===== src/rtl/mmio_ctrl_pkg.sv =====
// Shared register map and FSM encoding for the MMIO core-control block.
package mmio_ctrl_pkg;

  localparam int unsigned REG_CTRL      = 0;
  localparam int unsigned REG_STATUS    = 1;
  localparam int unsigned REG_CORE_EN   = 2;
  localparam int unsigned REG_IRQ_EN    = 3;
  localparam int unsigned REG_FRAME_CNT = 4;

  typedef enum logic [1:0] {
    ST_IDLE  = 2'd0,
    ST_START = 2'd1,
    ST_RUN   = 2'd2
  } state_t;

endpackage


===== src/rtl/pulse_stretch.sv =====
// Retriggerable pulse generator: a trigger produces PULSE_LEN high cycles starting
// on the next cycle; a new trigger restarts the full length.
module pulse_stretch #(
  parameter int unsigned PULSE_LEN = 20
) (
  input  logic clk,
  input  logic reset,
  input  logic trigger,
  output logic pulse,
  output logic last
);

  localparam int unsigned CW = $clog2(PULSE_LEN + 1);

  logic [CW-1:0] cnt_q, cnt_d;

  always_comb begin
    cnt_d = cnt_q;
    if (trigger)
      cnt_d = CW'(PULSE_LEN);
    else if (cnt_q != '0)
      cnt_d = cnt_q - CW'(1);
  end

  always_ff @(posedge clk) begin
    if (reset) cnt_q <= '0;
    else       cnt_q <= cnt_d;
  end

  assign pulse = (cnt_q != '0);
  // Final high cycle; lets an owner leave its state exactly as the pulse ends.
  assign last  = (cnt_q == CW'(1));

endmodule


===== src/rtl/mmio_core_control.sv =====
// Host-facing control block for the shader cores: register file, start/run FSM,
// frame counter and done/interrupt handling.
module mmio_core_control
  import mmio_ctrl_pkg::*;
#(
  parameter int unsigned WIDTH     = 8,
  parameter int unsigned CORE_NUM  = 4,
  parameter int unsigned ADDR_W    = 3,
  parameter int unsigned PULSE_LEN = 20
) (
  input  logic                clk,
  input  logic                reset,
  input  logic [ADDR_W-1:0]   address,
  input  logic                read,
  input  logic                write,
  input  logic [WIDTH-1:0]    data_write,
  output logic [WIDTH-1:0]    data_read,
  input  logic                done_in,
  output logic                start_pulse,
  output logic                clear_done,
  output logic [CORE_NUM-1:0] core_en,
  output logic                irq
);

  state_t state_q, state_d;

  logic                done_prev_q;
  logic                done_sticky_q, done_sticky_d;
  logic                irq_en_q, irq_en_d;
  logic [CORE_NUM-1:0] core_en_q, core_en_d;
  logic [WIDTH-1:0]    frame_cnt_q, frame_cnt_d;
  logic [WIDTH-1:0]    data_read_q, data_read_d;
  logic [WIDTH-1:0]    rd_val;

  logic busy, ctrl_start, status_clear, done_rise, start_last;
  logic unused_clear_last;

  assign busy         = (state_q != ST_IDLE);
  assign ctrl_start   = write && (address == ADDR_W'(REG_CTRL)) && data_write[0]
                        && !busy && (core_en_q != '0);
  assign status_clear = write && (address == ADDR_W'(REG_STATUS)) && data_write[0];
  assign done_rise    = (state_q == ST_RUN) && done_in && !done_prev_q;

  pulse_stretch #(.PULSE_LEN(PULSE_LEN)) u_start_pulse (
    .clk     (clk),
    .reset   (reset),
    .trigger (ctrl_start),
    .pulse   (start_pulse),
    .last    (start_last)
  );

  pulse_stretch #(.PULSE_LEN(PULSE_LEN)) u_clear_done (
    .clk     (clk),
    .reset   (reset),
    .trigger (status_clear),
    .pulse   (clear_done),
    .last    (unused_clear_last)
  );

  always_comb begin
    state_d = state_q;
    case (state_q)
      ST_IDLE:  if (ctrl_start) state_d = ST_START;
      ST_START: if (start_last) state_d = ST_RUN;
      ST_RUN:   if (done_rise)  state_d = ST_IDLE;
      default:  state_d = ST_IDLE;
    endcase
  end

  always_comb begin
    rd_val = '0;
    case (address)
      ADDR_W'(REG_CTRL): begin
        rd_val[1] = done_sticky_q;
        rd_val[0] = busy;
      end
      ADDR_W'(REG_STATUS):    rd_val[0] = done_sticky_q;
      ADDR_W'(REG_CORE_EN):   rd_val[CORE_NUM-1:0] = core_en_q;
      ADDR_W'(REG_IRQ_EN):    rd_val[0] = irq_en_q;
      ADDR_W'(REG_FRAME_CNT): rd_val = frame_cnt_q;
      default: ;
    endcase
  end

  always_comb begin
    done_sticky_d = done_sticky_q;
    irq_en_d      = irq_en_q;
    core_en_d     = core_en_q;
    frame_cnt_d   = frame_cnt_q;
    data_read_d   = data_read_q;

    // Set is applied last so a done edge beats a simultaneous host clear.
    if (status_clear || ctrl_start) done_sticky_d = 1'b0;
    if (done_rise) begin
      done_sticky_d = 1'b1;
      frame_cnt_d   = frame_cnt_q + WIDTH'(1);
    end

    if (write && (address == ADDR_W'(REG_CORE_EN)) && !busy)
      core_en_d = CORE_NUM'(data_write);
    if (write && (address == ADDR_W'(REG_IRQ_EN)))
      irq_en_d = data_write[0];

    if (read) data_read_d = rd_val;
  end

  always_ff @(posedge clk) begin
    if (reset) begin
      state_q       <= ST_IDLE;
      done_prev_q   <= 1'b0;
      done_sticky_q <= 1'b0;
      irq_en_q      <= 1'b0;
      core_en_q     <= '1;
      frame_cnt_q   <= '0;
      data_read_q   <= '0;
    end else begin
      state_q       <= state_d;
      done_prev_q   <= done_in;
      done_sticky_q <= done_sticky_d;
      irq_en_q      <= irq_en_d;
      core_en_q     <= core_en_d;
      frame_cnt_q   <= frame_cnt_d;
      data_read_q   <= data_read_d;
    end
  end

  assign data_read = data_read_q;
  assign core_en   = core_en_q;
  assign irq       = done_sticky_q & irq_en_q;

endmodule

===== config.mk =====
export PLATFORM = sky130hd
export DESIGN_NAME = mmio_core_control
export DESIGN_NICKNAME = d
export VERILOG_FILES = /design/src/rtl/mmio_ctrl_pkg.sv /design/src/rtl/pulse_stretch.sv /design/src/rtl/mmio_core_control.sv
export SDC_FILE = /design/constraint.sdc
export NUM_CORES = 1
export LEC_CHECK = 0
export CELL_PAD_IN_SITES_DETAIL_PLACEMENT = 0
export CELL_PAD_IN_SITES_GLOBAL_PLACEMENT = 1
export CORE_ASPECT_RATIO = 1.5
export CORE_MARGIN = 2
export CORE_UTILIZATION = 36
export CTS_BUF_LIST = sky130_fd_sc_hd__clkbuf_2 sky130_fd_sc_hd__clkbuf_4 sky130_fd_sc_hd__clkbuf_8
export DETAILED_ROUTE_END_ITERATION = 7
export PLACE_DENSITY = 0.8
export SETUP_SLACK_MARGIN = 0.3
export SYNTH_ARGS = -nofsm -noshare
export SYNTH_HDL_FRONTEND = slang
export SYNTH_SLANG_ARGS = --single-unit

===== constraint.sdc =====
create_clock -name clk -period 1.56 [get_ports clk]
set_input_delay 0.234 -clock clk [delete_from_list [all_inputs] [get_ports clk]]
set_output_delay 0.234 -clock clk [all_outputs]
set_load 0.005 [all_outputs]

==> results of run 1 <==
[stage by stage]
stage               worst slack [ps]  total power, W
floorplan                       69.5         0.00178
global placement                -227         0.00227
detailed placement              -219         0.00229
CTS                            -93.0         0.00333
global route                    -131         0.00376
finish                         -89.0         0.00353
[cell usage in the layout (no fill, tap or decap), types with 3 or more instances in the layout]
| cell type | instances |
|---|---|
| nand3_2 | 5 |
| buf_6 | 18 |
| nor2b_1 | 7 |
| a211oi_2 | 3 |
| clkbuf_8 | 6 |
| nor2_1 | 13 |
| nand2_1 | 8 |
| dlygate4sd2_1 | 18 |
| o21ai_1 | 4 |
| o31ai_1 | 3 |
| mux2i_1 | 4 |
| dfxtp_1 | 15 |
| inv_1 | 4 |
| nor3_1 | 3 |
| and3b_1 | 5 |
| inv_2 | 5 |
| ha_4 | 5 |
| a22oi_1 | 4 |
| nand3b_1 | 4 |
| nand3_1 | 5 |
| nand2b_1 | 3 |
| a21oi_1 | 7 |
| buf_4 | 40 |
| a21oi_2 | 3 |
| o21ai_0 | 6 |
| dfxtp_4 | 4 |
| or3_4 | 3 |
| clkdlybuf4s50_1 | 6 |
| dfxtp_2 | 16 |
[cells by family after synthesis]
logic type | count (synthesis)
AND/OR/NAND/NOR | 79
AO/OA/AOI/OAI | 42
buffers and inverters | 19
XOR/XNOR | 4
adder cells (fa/ha/maj) | 5
multiplexers | 6
flip-flops | 35
[registers in the layout, summed over array words and instances (netlist names)]
| signal | cells |
|---|---|
| data_read | 8 |
| frame_cnt_q | 8 |
| u_clear_done.cnt_q | 5 |
| u_start_pulse.cnt_q | 5 |
| core_en | 4 |
| state_q | 2 |
| done_prev_q | 1 |
| done_sticky_q | 1 |
| irq_en_q | 1 |
[metal layers]
metal,share of wire,global-route usage,wire length (µm)
met5,0,0,0
met1,0.41,0.223,1990
met2,0.54,0.351,2660
met4,0.031,0.0727,154
met3,0.021,0.0295,103
[final cells by class]
type | count | area (µm²) | area share
clock buffers | 6 | 82.6 | 0.0284
clock inverters | 1 | 5.00 | 0.00172
inverters | 9 | 33.8 | 0.0116
multi-input cells | 136 | 1230 | 0.424
flip-flops and latches | 35 | 736 | 0.253
well taps | 64 | 80.1 | 0.0276
repair buffers | 83 | 736 | 0.253
[final timing paths]
check,to,depth (start not counted)
worst max-delay path,start_pulse,4
worst min-delay path,done_prev_q,2
worst max register to register,u_start_pulse.cnt_q[4],10
worst min register to register,u_clear_done.cnt_q[4],2
[repair_timing]
| item | CTS | global route |
|---|---|---|
| endpoints found under the hold margin | 0 | 0 |
| pin swaps | 23 | 14 |
| buffers inserted | 16 | 7 |
| setup endpoints to repair | 45 | 27 |
| resized for setup | 93 | 28 |
[report_power, final]
| part | total (W) | internal, W | switching [W] |
|---|---|---|---|
| Combinational | 0.00180 | 0.00107 | 0.000730 |
| Clock | 0.000654 | 0.000346 | 0.000308 |
| Sequential | 0.00108 | 0.00101 | 0.0000719 |
==> metrics, run 1 <==
Worst-Margin Slew=429 ps; vias in the first global route=1,724; Worst Path Required=1330 ps; final non-filler cell total=334; Crit-path slowest cell=or4b_4; via count=1,710; H-tree levels=2; gr usage total=0.194; async set-or-reset flop fraction in the synthesized netlist=0; Seq/Total Area, Yosys=0.413; crit-path leading delay family=simple AND/OR/NAND/NOR gates; final hold vios=0; Port Buf Inserts=26; ys flop type=dfxtp_1; Cell Rows=30; GRT overflow=0; Max Fanout on Critical Path=2; Via density=5.12; relative slew slack=0.712; Mean Syn Cell Area=8.92 µm²; pin count of the biggest net entering global routing=15; register bit total from synthesis=35; final core area utilization=0.640; RSZ-0062 raised after global routing=yes; main area contributors after synthesis=dfxtp_1 41%, ha_1 3.7%, nand3_1 3.2%; syn nets=211; peak supply drop=0.653 mV; status=finished with violations; crit path DAT=1410 ps; Synth Cell Area=1700 µm²; initial core utilization=0.373; DPL Wire Length=3.15 mm; ANT nets after route=0; Max Buffers Root-to-Sink=2; Final Worst Setup Slack=-89.0 ps; largest family of logic cells by synthesized area=simple AND/OR/NAND/NOR gates; synth unique cells=44; Die W=60.0 µm; pwr dens=1220 nW/µm²; CP bufs+invs=2; min Tclk post-route=1650 ps; post-synthesis compound-gate area fraction=0.163; worst hold slack=401 ps; CP Cell Sequence=inv_2 > ha_4 > or4b_4 > buf_6; CP Launch Type=flip-flop; CTS Buf Count=5; clock sinks=35; Setup CP Type=reg2out; number of antenna diodes=0; Post-synth EDFFs=0; Worst-Skew Late Latency=280 ps; TritonCTS clock tree=built; first-pass GRT wire length=7.84 mm; Max Slew Vio Count=0; WL final=4.91 mm; r2r setup slk=0 ps; Root Driver=clkbuf_8; Hold Crit Start=done_in; Synth Instances=190; fin crit share=1.06; layout cells sized above 1=0.493; core area=4540 µm²; drt first pass iters=4; count leader, synth=dfxtp_1; largest area contributor in the netlist=dfxtp_1; yosys warns=0; Max Cap Viol=0; design area=2910 µm²; worst min-delay path category=in2reg; clk_skew=5.83 ps; Synth Area in XOR/XNOR=0.0207; Die H=88.1 µm; Cells after DPL=304; DR WL/cell=14.7 µm; endpoints failing setup=3; worst r2r src=u_start_pulse.cnt_q[1]; Layout fillers=369; clock slew at reported path FFs=70 ps; Die Area=5290 µm²; Synth Area in Adders=0.0369; initial drt markers=40; hold buffers post-CTS=0; Critical path origin=u_start_pulse.cnt_q[1]; dpl cell area=2280 µm²; Max Fclk=606 MHz; synthesis-to-finish area growth=71.4%; most instantiated cells after synthesis=35 x dfxtp_1, 13 x nor2_1, 11 x nand3_1, 11 x o21ai_0, 10 x a21oi_1; mux share of post-synthesis cell area=0.0369; Synth Area in Simple Gates=0.281; number of remaining DRC errors=0; max incr delay on CP=470 ps; final setup TNS=-163 ps; Ports=31; nets@finish=291; initial antenna violation count=0; area share of the largest cell type after synthesis=0.413; Final Wtd Congestion=0.838; failing checks=negative setup slack; endpoint class of the critical path=output pin; static leakage=1.20 nW
Power figures use the tool's default switching activity.
==> run 2: changes to the inputs <==
--- a/config.mk
+++ b/config.mk
@@ -13,7 +13,7 @@
 export CTS_BUF_LIST = sky130_fd_sc_hd__clkbuf_2 sky130_fd_sc_hd__clkbuf_4 sky130_fd_sc_hd__clkbuf_8
 export DETAILED_ROUTE_END_ITERATION = 7
 export PLACE_DENSITY = 0.8
-export SETUP_SLACK_MARGIN = 0.3
+export SETUP_SLACK_MARGIN = 0.4
 export SYNTH_ARGS = -nofsm -noshare
 export SYNTH_HDL_FRONTEND = slang
 export SYNTH_SLANG_ARGS = --single-unit
==> metrics, run 2 (synthesis gave the netlist of run 1 again) <==
initial antenna violation count=0; Hold Crit Start=done_in; via count=1,670; endpoint class of the critical path=output pin; Root Driver=clkbuf_8; Final Wtd Congestion=0.867; nets@finish=284; Max Fclk=605 MHz; DPL Wire Length=3.12 mm; status=finished with violations; design area=2840 µm²; failing checks=negative setup slack; Max Cap Viol=0; first-pass GRT wire length=7.86 mm; Die H=88.1 µm; Ports=31; Worst Path Required=1330 ps; pin count of the biggest net entering global routing=14; worst min-delay path category=in2reg; dpl cell area=2250 µm²; final setup TNS=-179 ps; layout cells sized above 1=0.511; synthesis-to-finish area growth=67.7%; clk_skew=4.09 ps; TritonCTS clock tree=built; Layout fillers=377; relative slew slack=0.650; min Tclk post-route=1650 ps; Multi-input gate area=1240 µm²; clock sinks=35; CP bufs+invs=2; initial core utilization=0.373; crit path DAT=1420 ps; H-tree levels=2; hold buffers post-CTS=0; peak supply drop=0.814 mV; static leakage=1.20 nW; Via density=5.09; Crit-path slowest cell=or4b_4; initial drt markers=27; core area=4540 µm²; Max Fanout on Critical Path=2; GRT overflow=0; clock slew at reported path FFs=70 ps; commonest non-fill, non-tap cell in the layout=buf_4; Cell Rows=30; Max Buffers Root-to-Sink=2; pwr dens=1230 nW/µm²; crit-path leading delay family=simple AND/OR/NAND/NOR gates; ANT nets after route=0; number of remaining DRC errors=0; CTS Buf Count=5; Setup CP Type=reg2out; Die W=60.0 µm; worst r2r src=u_clear_done.cnt_q[0]; drt first pass iters=4; most frequent cells in the layout=38 x buf_4, 17 x dlygate4sd2_1, 15 x dfxtp_2, 14 x dfxtp_1, 14 x buf_6; Critical path origin=u_start_pulse.cnt_q[0]; total chip power=0.00348 W; number of antenna diodes=0; final hold vios=0; final core area utilization=0.626; gr usage total=0.200; RSZ-0062 raised after global routing=yes; CP Cell Sequence=inv_2 > ha_4 > or4b_4 > buf_6; max incr delay on CP=470 ps; Max Slew Vio Count=0; endpoints failing setup=2; DR WL/cell=15.2 µm; fin crit share=1.06; WL final=4.98 mm; vias in the first global route=1,712; Die Area=5290 µm²; Port Buf Inserts=26; Worst-Margin Slew=520 ps; CP Launch Type=flip-flop; Final Worst Setup Slack=-92.0 ps; Worst-Skew Late Latency=290 ps; Reg area=742 µm²
==> run 2: changes by cell type in the layout (fill, tap and decap cells not counted), sizes merged <==
cell / delta
clkbuf: +4
clkinv: -1
buf: -6
clkdlybuf4s50: -2
dlygate4sd2: -1
==> run 2: area by class of cell <==
cell class              count  share of cell area
multi-input cells         136               0.435
repair buffers             76               0.228
clock buffers               8              0.0365
well taps                  64              0.0282
flip-flops and latches     35               0.261
inverters                   9              0.0119
==> run 2: what timing repair did <==
action                                  CTS  global route
pin swaps                                21             7
hold endpoints to repair                  0             0
resized for setup                       107            24
setup buffers                            15             5
endpoints found under the setup margin   48            32
==> run 2: worst reg2reg max path: stages, from the launching register on <==
cell	delay, ps
dfxtp_2	330
inv_2	70
ha_4	130
or4b_4	470
buf_6	150
xnor2_2	120
and2_1	150
==> run 2: final timing paths <==
path	endpoint	cells past startpoint	slack, ps
hold reg to reg	data_read[3]	2	470
setup reg to reg	u_clear_done.cnt_q[0]	6	40
hold / removal	done_prev_q	2	410
setup / recovery	start_pulse	4	-90
==> run 2: per-stage QoR <==
step	instances	setup slack (ps)	hold slack (ps)
floorplan	190	69.5	362
global placement	300	-211	458
detailed placement	300	-184	468
CTS	323	-88.5	411
global route	328	-132	425
finish	328	-92.0	408
==> run 2: layer usage <==
metal,up-vias,track usage,wire length (µm)
li1,831,-,-
met1,803,0.220,1960
met2,29,0.361,2780
met3,7,0.0384,125
met4,0,0.0869,114
met5,-,0,0
==> run 2: power breakdown <==
group,internal [W],switching (W),leakage [nW],total [W]
clock network,0.000420,0.000324,0.0549,0.000744
logic,0.000962,0.000693,0.853,0.00166
registers,0.00101,0.0000770,0.293,0.00109
total,0.00239,0.00109,1.20,0.00348
